$ cat src/rtl/pulse_sync_arbiter_pkg.sv
// Shared types and default sizing for the pulse-sync arbiter.
// Holds the FSM state encoding and the parameter defaults.
// Also provides a small max helper used to size the shared timer.
package pulse_sync_pkg;

  localparam int DEF_NUM_REQ    = 4;
  localparam int DEF_CNT_W      = 3;
  localparam int DEF_GAP_CYCLES = 3;
  localparam int DEF_TIMEOUT    = 64;

  typedef enum logic [1:0] {
    ST_IDLE,
    ST_SEND,
    ST_GAP,
    ST_WAIT_ACK
  } state_t;

  function automatic int max_int(input int a, input int b);
    return (a > b) ? a : b;
  endfunction

endpackage

$ cat src/rtl/pulse_sync_arbiter_rr.sv
// Round-robin picker: first set request at or after ptr, wrapping around.
// Latency: purely combinational.
// Backpressure: none; the caller decides when a grant is consumed.
module rr_arbiter
  import pulse_sync_pkg::*;
#(
  parameter int N     = DEF_NUM_REQ,
  parameter int IDX_W = $clog2(N)
) (
  input  logic [N-1:0]     req,
  input  logic [IDX_W-1:0] ptr,
  output logic [N-1:0]     gnt,
  output logic [IDX_W-1:0] idx,
  output logic             vld
);

  int j;

  // Scan N positions starting at ptr; the first pending one wins.
  always_comb begin
    gnt = '0;
    idx = '0;
    vld = 1'b0;
    j   = 0;
    for (int i = 0; i < N; i++) begin
      j = int'(ptr) + i;
      if (j >= N) j = j - N;
      if (!vld && req[j]) begin
        vld    = 1'b1;
        gnt[j] = 1'b1;
        idx    = j[IDX_W-1:0];
      end
    end
  end

endmodule

$ cat src/rtl/pulse_sync_arbiter.sv
// Serialises per-requester events onto one pulse channel with forced spacing and ack wait.
// Latency: strobe at edge t with idle arbiter -> o_pulse in the cycle after edge t+1.
// Backpressure: events queue in saturating per-requester counters; overflow is flagged sticky.
module pulse_sync_arbiter
  import pulse_sync_pkg::*;
#(
  parameter int NUM_REQ    = DEF_NUM_REQ,
  parameter int CNT_W      = DEF_CNT_W,
  parameter int GAP_CYCLES = DEF_GAP_CYCLES,
  parameter int TIMEOUT    = DEF_TIMEOUT
) (
  input  logic                       i_clk,
  input  logic                       i_rst,
  input  logic [NUM_REQ-1:0]         i_req,
  input  logic                       i_ack,
  input  logic                       i_ovf_clr,
  output logic                       o_pulse,
  output logic [$clog2(NUM_REQ)-1:0] o_id,
  output logic                       o_busy,
  output logic [NUM_REQ-1:0]         o_ovf,
  output logic                       o_timeout
);

  localparam int IDX_W = $clog2(NUM_REQ);
  // One down-counter serves both the GAP length and the WAIT_ACK timeout.
  localparam int TMR_W = $clog2(max_int(GAP_CYCLES, TIMEOUT) + 1);
  localparam logic [CNT_W-1:0] CNT_MAX = '1;

  state_t                        state, state_nxt;
  logic [TMR_W-1:0]              tmr, tmr_nxt;
  logic                          timeout_nxt;
  logic [NUM_REQ-1:0][CNT_W-1:0] cnt;
  logic [NUM_REQ-1:0]            pend, arb_gnt, gnt, ovf_set;
  logic [IDX_W-1:0]              arb_idx, ptr;
  logic                          arb_vld, grant_fire;

  // A requester competes while its counter holds at least one event.
  always_comb begin
    pend    = '0;
    ovf_set = '0;
    for (int k = 0; k < NUM_REQ; k++) begin
      pend[k]    = (cnt[k] != '0);
      ovf_set[k] = i_req[k] && !gnt[k] && (cnt[k] == CNT_MAX);
    end
  end

  rr_arbiter #(
    .N     (NUM_REQ),
    .IDX_W (IDX_W)
  ) u_rr (
    .req (pend),
    .ptr (ptr),
    .gnt (arb_gnt),
    .idx (arb_idx),
    .vld (arb_vld)
  );

  // Grants are only consumed from IDLE; elsewhere the arbiter result is ignored.
  assign grant_fire = (state == ST_IDLE) && arb_vld;
  assign gnt        = grant_fire ? arb_gnt : '0;

  assign o_pulse = (state == ST_SEND);
  assign o_busy  = (state != ST_IDLE);

  // Pending counters: increment on strobe, decrement on grant, saturate at max.
  always_ff @(posedge i_clk or posedge i_rst) begin
    if (i_rst) begin
      cnt <= '0;
    end else begin
      for (int k = 0; k < NUM_REQ; k++) begin
        if (i_req[k] && !gnt[k]) begin
          if (cnt[k] != CNT_MAX) cnt[k] <= cnt[k] + CNT_W'(1);
        end else if (!i_req[k] && gnt[k]) begin
          cnt[k] <= cnt[k] - CNT_W'(1);
        end
      end
    end
  end

  // Sticky overflow flags; a new overflow beats a same-cycle clear.
  always_ff @(posedge i_clk or posedge i_rst) begin
    if (i_rst) o_ovf <= '0;
    else       o_ovf <= (i_ovf_clr ? '0 : o_ovf) | ovf_set;
  end

  // Latch the winner and move the round-robin start just past it.
  always_ff @(posedge i_clk or posedge i_rst) begin
    if (i_rst) begin
      o_id <= '0;
      ptr  <= '0;
    end else if (grant_fire) begin
      o_id <= arb_idx;
      ptr  <= (arb_idx == IDX_W'(NUM_REQ - 1)) ? '0 : arb_idx + IDX_W'(1);
    end
  end

  // FSM state, shared timer and the registered timeout strobe.
  always_ff @(posedge i_clk or posedge i_rst) begin
    if (i_rst) begin
      state     <= ST_IDLE;
      tmr       <= '0;
      o_timeout <= 1'b0;
    end else begin
      state     <= state_nxt;
      tmr       <= tmr_nxt;
      o_timeout <= timeout_nxt;
    end
  end

  // Next-state logic; ack wins over expiry in the last WAIT_ACK cycle.
  always_comb begin
    state_nxt   = state;
    tmr_nxt     = tmr;
    timeout_nxt = 1'b0;
    case (state)
      ST_IDLE: begin
        if (arb_vld) state_nxt = ST_SEND;
      end
      ST_SEND: begin
        state_nxt = ST_GAP;
        tmr_nxt   = TMR_W'(GAP_CYCLES - 1);
      end
      ST_GAP: begin
        if (tmr == '0) begin
          state_nxt = ST_WAIT_ACK;
          tmr_nxt   = TMR_W'(TIMEOUT - 1);
        end else begin
          tmr_nxt = tmr - TMR_W'(1);
        end
      end
      ST_WAIT_ACK: begin
        if (i_ack) begin
          state_nxt = ST_IDLE;
          tmr_nxt   = '0;
        end else if (tmr == '0) begin
          state_nxt   = ST_IDLE;
          timeout_nxt = 1'b1;
        end else begin
          tmr_nxt = tmr - TMR_W'(1);
        end
      end
      default: state_nxt = ST_IDLE;
    endcase
  end

endmodule

$ cat config.mk
export PLATFORM = sky130hd
export DESIGN_NAME = pulse_sync_arbiter
export DESIGN_NICKNAME = d
export VERILOG_FILES = /design/src/rtl/pulse_sync_arbiter_pkg.sv /design/src/rtl/pulse_sync_arbiter_rr.sv /design/src/rtl/pulse_sync_arbiter.sv
export SDC_FILE = /design/constraint.sdc
export NUM_CORES = 1
export LEC_CHECK = 0
export ABC_CLOCK_PERIOD_IN_PS = 5200
export CORE_MARGIN = 8
export CORE_UTILIZATION = 35
export CTS_CLUSTER_SIZE = 10
export DETAILED_ROUTE_END_ITERATION = 12
export PLACE_DENSITY_LB_ADDON = 0.12
export SYNTH_ARGS = -nofsm -noshare
export SYNTH_HDL_FRONTEND = slang
export SYNTH_SLANG_ARGS = --single-unit
$ cat constraint.sdc
create_clock -name i_clk -period 5.2 [get_ports i_clk]
set_input_delay 1.04 -clock i_clk [delete_from_list [all_inputs] [get_ports i_clk]]
set_output_delay 1.04 -clock i_clk [all_outputs]
set_load 0.01 [all_outputs]
Word level (Yosys, flattened, before mapping) --
Index checks and enable logic that the tools add are counted.
Cells by class: add/subtract/negate cells 17, order comparisons 12, equality and inequality tests 20, multiplexer cells 63, bitwise gates (word level) 4, reduce and logical (&&, ||, !) cells 49
Operator list (count):
- greater-or-equal comparator 32 x 1 -> 1 bit (second input constant) | 4
- less-than comparator 32 x 4 -> 1 bit (second input constant) | 4
- 2-to-1 mux 32 bit | 4
- greater-or-equal comparator 32 x 4 -> 1 bit (second input constant) | 3
- subtractor 32 x 4 -> 32 bit (second input constant) | 3
- 2-to-1 mux 3 bit | 12
- 2-to-1 mux 4 bit | 6
- 2-to-1 mux 7 bit | 3
- case mux 7 bit (3 select lines) | 1
- logical AND 1 bit | 20
- 2-to-1 mux 1 bit | 19
- 2-to-1 mux 2 bit | 9
- inequality test 3 bit (second input constant) | 6
- OR 4 bit | 4
- nonzero test 3 bit | 5
- adder 3 x 1 -> 3 bit (second input constant) | 4
- == test 3 bit (second input constant) | 4
- subtractor 3 x 1 -> 3 bit (second input constant) | 4
- zero test 1 bit | 11
- AND reduction 2 bit | 5
- nonzero test 2 bit | 5
- binary-select mux 1 bit (select 2 bit) | 4
- demux 1 bit (select 2 bit) | 4
- inequality test 2 x 1 -> 1 bit (second input constant) | 4
- other kinds (13) | 17
Word-level totals: flip-flop bits (word level) 30, bits of input ports 8, output and inout bits 9, word-level logic and storage cells 175

Longest topological paths before layout --
depth in word-level cells 21, gate-level depth with buffers 16, depth with buffers taken out 13

Cells and area by module --
From an unflattened synthesis, not the netlist that was laid out.
Second synthesis, totals: cells, all modules 246, area, all modules 2308.5 µm²
Modules (own cells, without submodules):
- pulse_sync_arbiter | instances 1, cells each 198, area each 1851.8 µm², seq. area each 750.7 µm²
- rr_arbiter | instances 1, cells each 48, area each 456.7 µm², seq. area each 0.0 µm²

Worst setup path after synthesis --
Ideal clock, no wire load.
path kind reg2reg, from register ptr[1], to register cnt[11] in the netlist's numbering, library setup time 0.126 ns, arrival 3.685 ns, slack 1.389 ns, cell stages (with the launch flop) 15, path buffers 3, cells stage by stage dfrtp_1 -> buf_4 -> inv_1 -> ha_1 -> buf_6 -> or4_4 -> and3_4 -> buf_6 -> o21ai_0 -> a41oi_1 -> o21ai_2 -> nand2_1 -> fa_1 -> o31a_1 -> a221o_1
On the way: longest elaborated chain between the ends 21, elaborated cells between the ends (all ways) 73, those cells by class add/sub: 7; order compare: 12; eq/ne: 1; mux: 34; bitwise: 3; reduce/logical: 16
RTL lines:
- start: declaration | RTL line pulse_sync_arbiter.sv:34 | logic [IDX_W-1:0] arb_idx, ptr;
- start signal: assignment | RTL line pulse_sync_arbiter.sv:93 | ptr <= (arb_idx == IDX_W'(NUM_REQ - 1)) ? '0 : arb_idx + IDX_W'(1);
- branches (longest 16 deep; another with subtractor 32 x 4 -> 32 bit)
- 2-to-1 mux 4 bit * | RTL line pulse_sync_arbiter.sv:60 | assign gnt = grant_fire ? arb_gnt : '0;
- zero test 1 bit | RTL line pulse_sync_arbiter.sv:71 | if (i_req[k] && !gnt[k]) begin
- logical AND 1 bit | RTL line pulse_sync_arbiter.sv:71
- inequality test 2 x 1 -> 1 bit (no line) or nonzero test 2 bit (tied branches)
- AND reduction 2 bit (no line)
- end signal: indexed assignment | RTL line pulse_sync_arbiter.sv:74 | cnt[k] <= cnt[k] - CNT_W'(1);
- end: declaration | RTL line pulse_sync_arbiter.sv:32 | logic [NUM_REQ-1:0][CNT_W-1:0] cnt;
Mark *: on every way between the ends. The select of a mux whose other input is x is not followed. A chain may end at the register's enable or synchronous reset.

Worst setup path after layout --
Same ends and word-level chain as after synthesis.

==> flow_metrics.tcl <==
set metrics [dict create \
    met3_length_um 266 \
    chipHeight_um 100.7 \
    max_slew.worst_pin.slew_ns 0.7893 \
    cts.root.buffer_cell "sky130_fd_sc_hd__clkbuf_8" \
    synth.yosys.warnings 0 \
    layout-drive-gt1-share_pct 12.07 \
    grtUsageTotal_pct 13.01 \
    slew_viol_final 0 \
    wl_met1_mm 2.915 \
    clock_tree.buffer_depth 2 \
    syn-cell-area_mm2 0.002509 \
    synth_largest_type_area_fraction_pct 29.93 \
    place.port_buffers 16 \
    initial_antenna_violation_count 0 \
    cts_hold_buf 0 \
    routed_wire_length_per_instance_um 15.72 \
    core_area_mm2 0.007098 \
    post_synth_top_area_cell "sky130_fd_sc_hd__dfrtp_1" \
    tritoncts "built" \
    maxSlewHeadroom_pct 46.98 \
    run_status "finished clean" \
    place_hpwl_mm 4.418 \
    drt_first_pass_iters 4 \
    min_period_ns 4.331 \
    synthCells 279 \
    async_flop_share_pct 100.0 \
    die-area_mm2 0.01013 \
    worstSetupPathDepth 11 \
    worst_path_slowest_cell "sky130_fd_sc_hd__dfrtp_1" \
    routed.top_layer "met4" \
    rsz0062_at_grt "false" \
    crit_path_max_fanout 16 \
    seq_area_frac_synth_pct 29.93 \
    synth.avg_cell_area_um2 8.992 \
    cell_area_power_density_mw_per_mm2 678.3 \
    route.met2.wl_mm 2.728 \
    postcts_setup_bufs 0 \
    grt_pass1_wl_mm 10.41 \
    worst_ir_drop_vdd_mv 0.2720 \
    die_width_um 100.7 \
    fp-row-count 31 \
    dp.cells 381 \
    cts_max_level 2 \
    synth.distinct_cells 66 \
    largest_net_degree_at_the_start_of_global_routing 31 \
    synthFlopType "sky130_fd_sc_hd__dfrtp_1" \
    ant_nets 0 \
    arrival_ns 4.49 \
    worst_skew_pair.late_latency_ns 0.28 \
    fin_cells 389 \
    clock_sinks 30 \
    critical_path.n_buffers_inverters 1 \
    ys_seq_elements 30 \
    final.setup.worst_slack_ns 0.8689 \
    diodes 0 \
    worstHoldPathCells 1 \
    worstSetupStartpointType "flop" \
    io-pin-count 17 \
    totalWireLength_mm 6.116 \
    globalplace.congestion 0.8490 \
    post_cts_sizing 0 \
    vias_per_cell 5.548 \
    tritoncts.num_buffers 5 \
    start_util_pct 35.34 \
    synth_top_cells_by_area "sky130_fd_sc_hd__dfrtp_1, sky130_fd_sc_hd__ha_1, sky130_fd_sc_hd__nand2_1, sky130_fd_sc_hd__fa_1, sky130_fd_sc_hd__mux2i_1" \
    via_count_of_the_first_global_routing_pass 2051 \
    drc 0 \
    route.vias.total 2158 \
    final_min_period_over_clock_period_pct 83.29 \
    worstPathRequired_ns 5.36 \
    criticalPathCategory "reg2reg" \
    report.final.setup_viol 0 \
    critical-path-max-stage-delay_ns 0.66 \
    static_leakage_power_nw 1.184 \
    skew_ns 0.004442 \
    dr.first_iter.drc_count 145 \
    setup_total_negative_slack_ns 0 \
    path_clk_slew_ns 0.07 \
    synthesis.nets 304 \
    pre_cts_worst_setup_slack_ns 0.8894 \
    hold_path_class "reg2reg" \
    end_kind "flop" \
    drv.max_cap_violation_count 0 \
    holdWs_ns 0.4919 \
    finalNetCount 314 \
    synth-edff-count 0 \
    max_freq_ghz 0.2309 \
    critPathTopFamily "simple AND/OR/NAND/NOR gates" \
    utilization_of_the_core_after_routing_pct 39.66 \
    worst_r2r_path_depth 11 \
    finalHoldViolations 0 \
    globalRouteOverflowTotal 0 \
    area_delta_synth_final_pct 12.22 \
    crit_path_cell_trace "inv_1, ha_1, nor4b_1, nor3_1, nor4_2, and3_1, o21ai_2, nand2_1, fa_1, o31a_1, a221o_1" \
]
==> synth_stat cells, types with 3 or more instances <==
master,n
sky130_fd_sc_hd__and3_1,4
sky130_fd_sc_hd__o31ai_1,3
sky130_fd_sc_hd__a211oi_1,5
sky130_fd_sc_hd__nor4_1,5
sky130_fd_sc_hd__buf_6,3
sky130_fd_sc_hd__nand3b_1,3
sky130_fd_sc_hd__ha_1,13
sky130_fd_sc_hd__mux2_2,3
sky130_fd_sc_hd__nor3_1,11
sky130_fd_sc_hd__xor2_1,3
sky130_fd_sc_hd__fa_1,4
sky130_fd_sc_hd__o211ai_1,5
sky130_fd_sc_hd__nor2_1,19
sky130_fd_sc_hd__a21oi_1,15
sky130_fd_sc_hd__o22ai_1,5
sky130_fd_sc_hd__a41oi_1,3
sky130_fd_sc_hd__mux2i_1,8
sky130_fd_sc_hd__nand2_1,24
sky130_fd_sc_hd__nand3_1,6
sky130_fd_sc_hd__or3_1,5
sky130_fd_sc_hd__inv_1,15
sky130_fd_sc_hd__o21ai_2,4
sky130_fd_sc_hd__clkbuf_1,10
sky130_fd_sc_hd__nor2b_1,3
sky130_fd_sc_hd__o21ai_0,14
sky130_fd_sc_hd__dfrtp_1,30
==> worst register-to-register path, delay by kind of cell (launching register included) <==
kind	cells	cell delay [ns]
adder cells (fa/ha/maj)	2	0.93
buffers and inverters	1	0.27
AND/OR/NAND/NOR	5	1.40
AO/OA/AOI/OAI	3	0.95
flip-flops	1	0.66
==> metrics by stage <==
step | area (µm²) | total power [mW]
after global routing | 2815 | 2.088
after CTS | 2815 | 1.921
final | 2815 | 1.910
after detailed placement | 2724 | 1.708
after floorplan | 2509 | 1.446
after global placement | 2724 | 1.713
==> flip-flops by register name, summed over array words and instances (netlist names), named ones only <==
| signal | flops |
|---|---|
| cnt | 12 |
| o_id | 2 |
| o_ovf | 4 |
| o_timeout | 1 |
| ptr | 1 |
| state | 2 |
| tmr | 7 |
==> final cells by class <==
| class | instances | area (µm²) |
|---|---|---|
| well taps | 99 | 123.9 |
| multi-input cells | 218 | 1610 |
| clock buffers | 7 | 86.33 |
| fillers | 718 | 4283 |
| inverters | 15 | 56.30 |
| clock inverters | 1 | 5.005 |
| repair buffers | 19 | 182.7 |
| flip-flops and latches | 30 | 750.7 |
==> layer usage <==
metal	track usage [%]	vias up
met5	0	-
met4	7.442	0
met3	2.762	18
met2	19.46	55
met1	16.85	1019
li1	-	1066
==> placed cells by master, fill, tap and decap left out, types with 4 or more instances in the layout <==
cell type	instances
sky130_fd_sc_hd__a211oi_1	5
sky130_fd_sc_hd__a21oi_1	15
sky130_fd_sc_hd__and3_1	4
sky130_fd_sc_hd__clkbuf_8	6
sky130_fd_sc_hd__clkdlybuf4s50_1	16
sky130_fd_sc_hd__dfrtp_1	30
sky130_fd_sc_hd__fa_1	4
sky130_fd_sc_hd__ha_1	13
sky130_fd_sc_hd__inv_1	15
sky130_fd_sc_hd__mux2i_1	8
sky130_fd_sc_hd__nand2_1	24
sky130_fd_sc_hd__nand3_1	6
sky130_fd_sc_hd__nor2_1	19
sky130_fd_sc_hd__nor3_1	11
sky130_fd_sc_hd__nor4_1	5
sky130_fd_sc_hd__o211ai_1	5
sky130_fd_sc_hd__o21ai_0	14
sky130_fd_sc_hd__o21ai_2	4
sky130_fd_sc_hd__o22ai_1	5
sky130_fd_sc_hd__or3_1	5
==> kinds of logic (layout without fill, tap and decap cells) <==
family                     count (synthesis)  count (layout)  share of synthesized area (%)
muxes                                     16              16                          7.980
adders and majority gates                 17              17                          9.676
and+or+nand+nor                           97              97                          20.85
xor gates and xnor gates                   5               5                          1.746
buffers and inverters                     31              42                          5.885
AOI/OAI and AO/OA                         83              83                          23.94
DFF                                       30              30                          29.93
==> power breakdown <==
part | total, mW | leakage, nW | switching, mW | internal (mW)
combinational | 1.20 | 0.768 | 0.673 | 0.531
clock | 0.198 | 0.0482 | 0.0915 | 0.107
sequential | 0.507 | 0.368 | 0.168 | 0.340
==> path summary, 6_finish.rpt <==
path / startpoint / to / slack [ns]
worst max-delay path: ptr[1]$_DFFE_PP0P_ / cnt[11]$_DFFE_PP0P_ / 0.87
worst min-delay path: tmr[6]$_DFFE_PP0P_ / tmr[6]$_DFFE_PP0P_ / 0.49
worst max register to register: ptr[1]$_DFFE_PP0P_ / cnt[11]$_DFFE_PP0P_ / 0.87
worst min register to register: tmr[6]$_DFFE_PP0P_ / tmr[6]$_DFFE_PP0P_ / 0.49
max in group asynchronous: i_rst / cnt[10]$_DFFE_PP0P_ / 3.77
min in group asynchronous: i_rst / o_timeout$_DFF_PP0_ / 1.14
No activity file was read; power rests on OpenSTA's default activity.
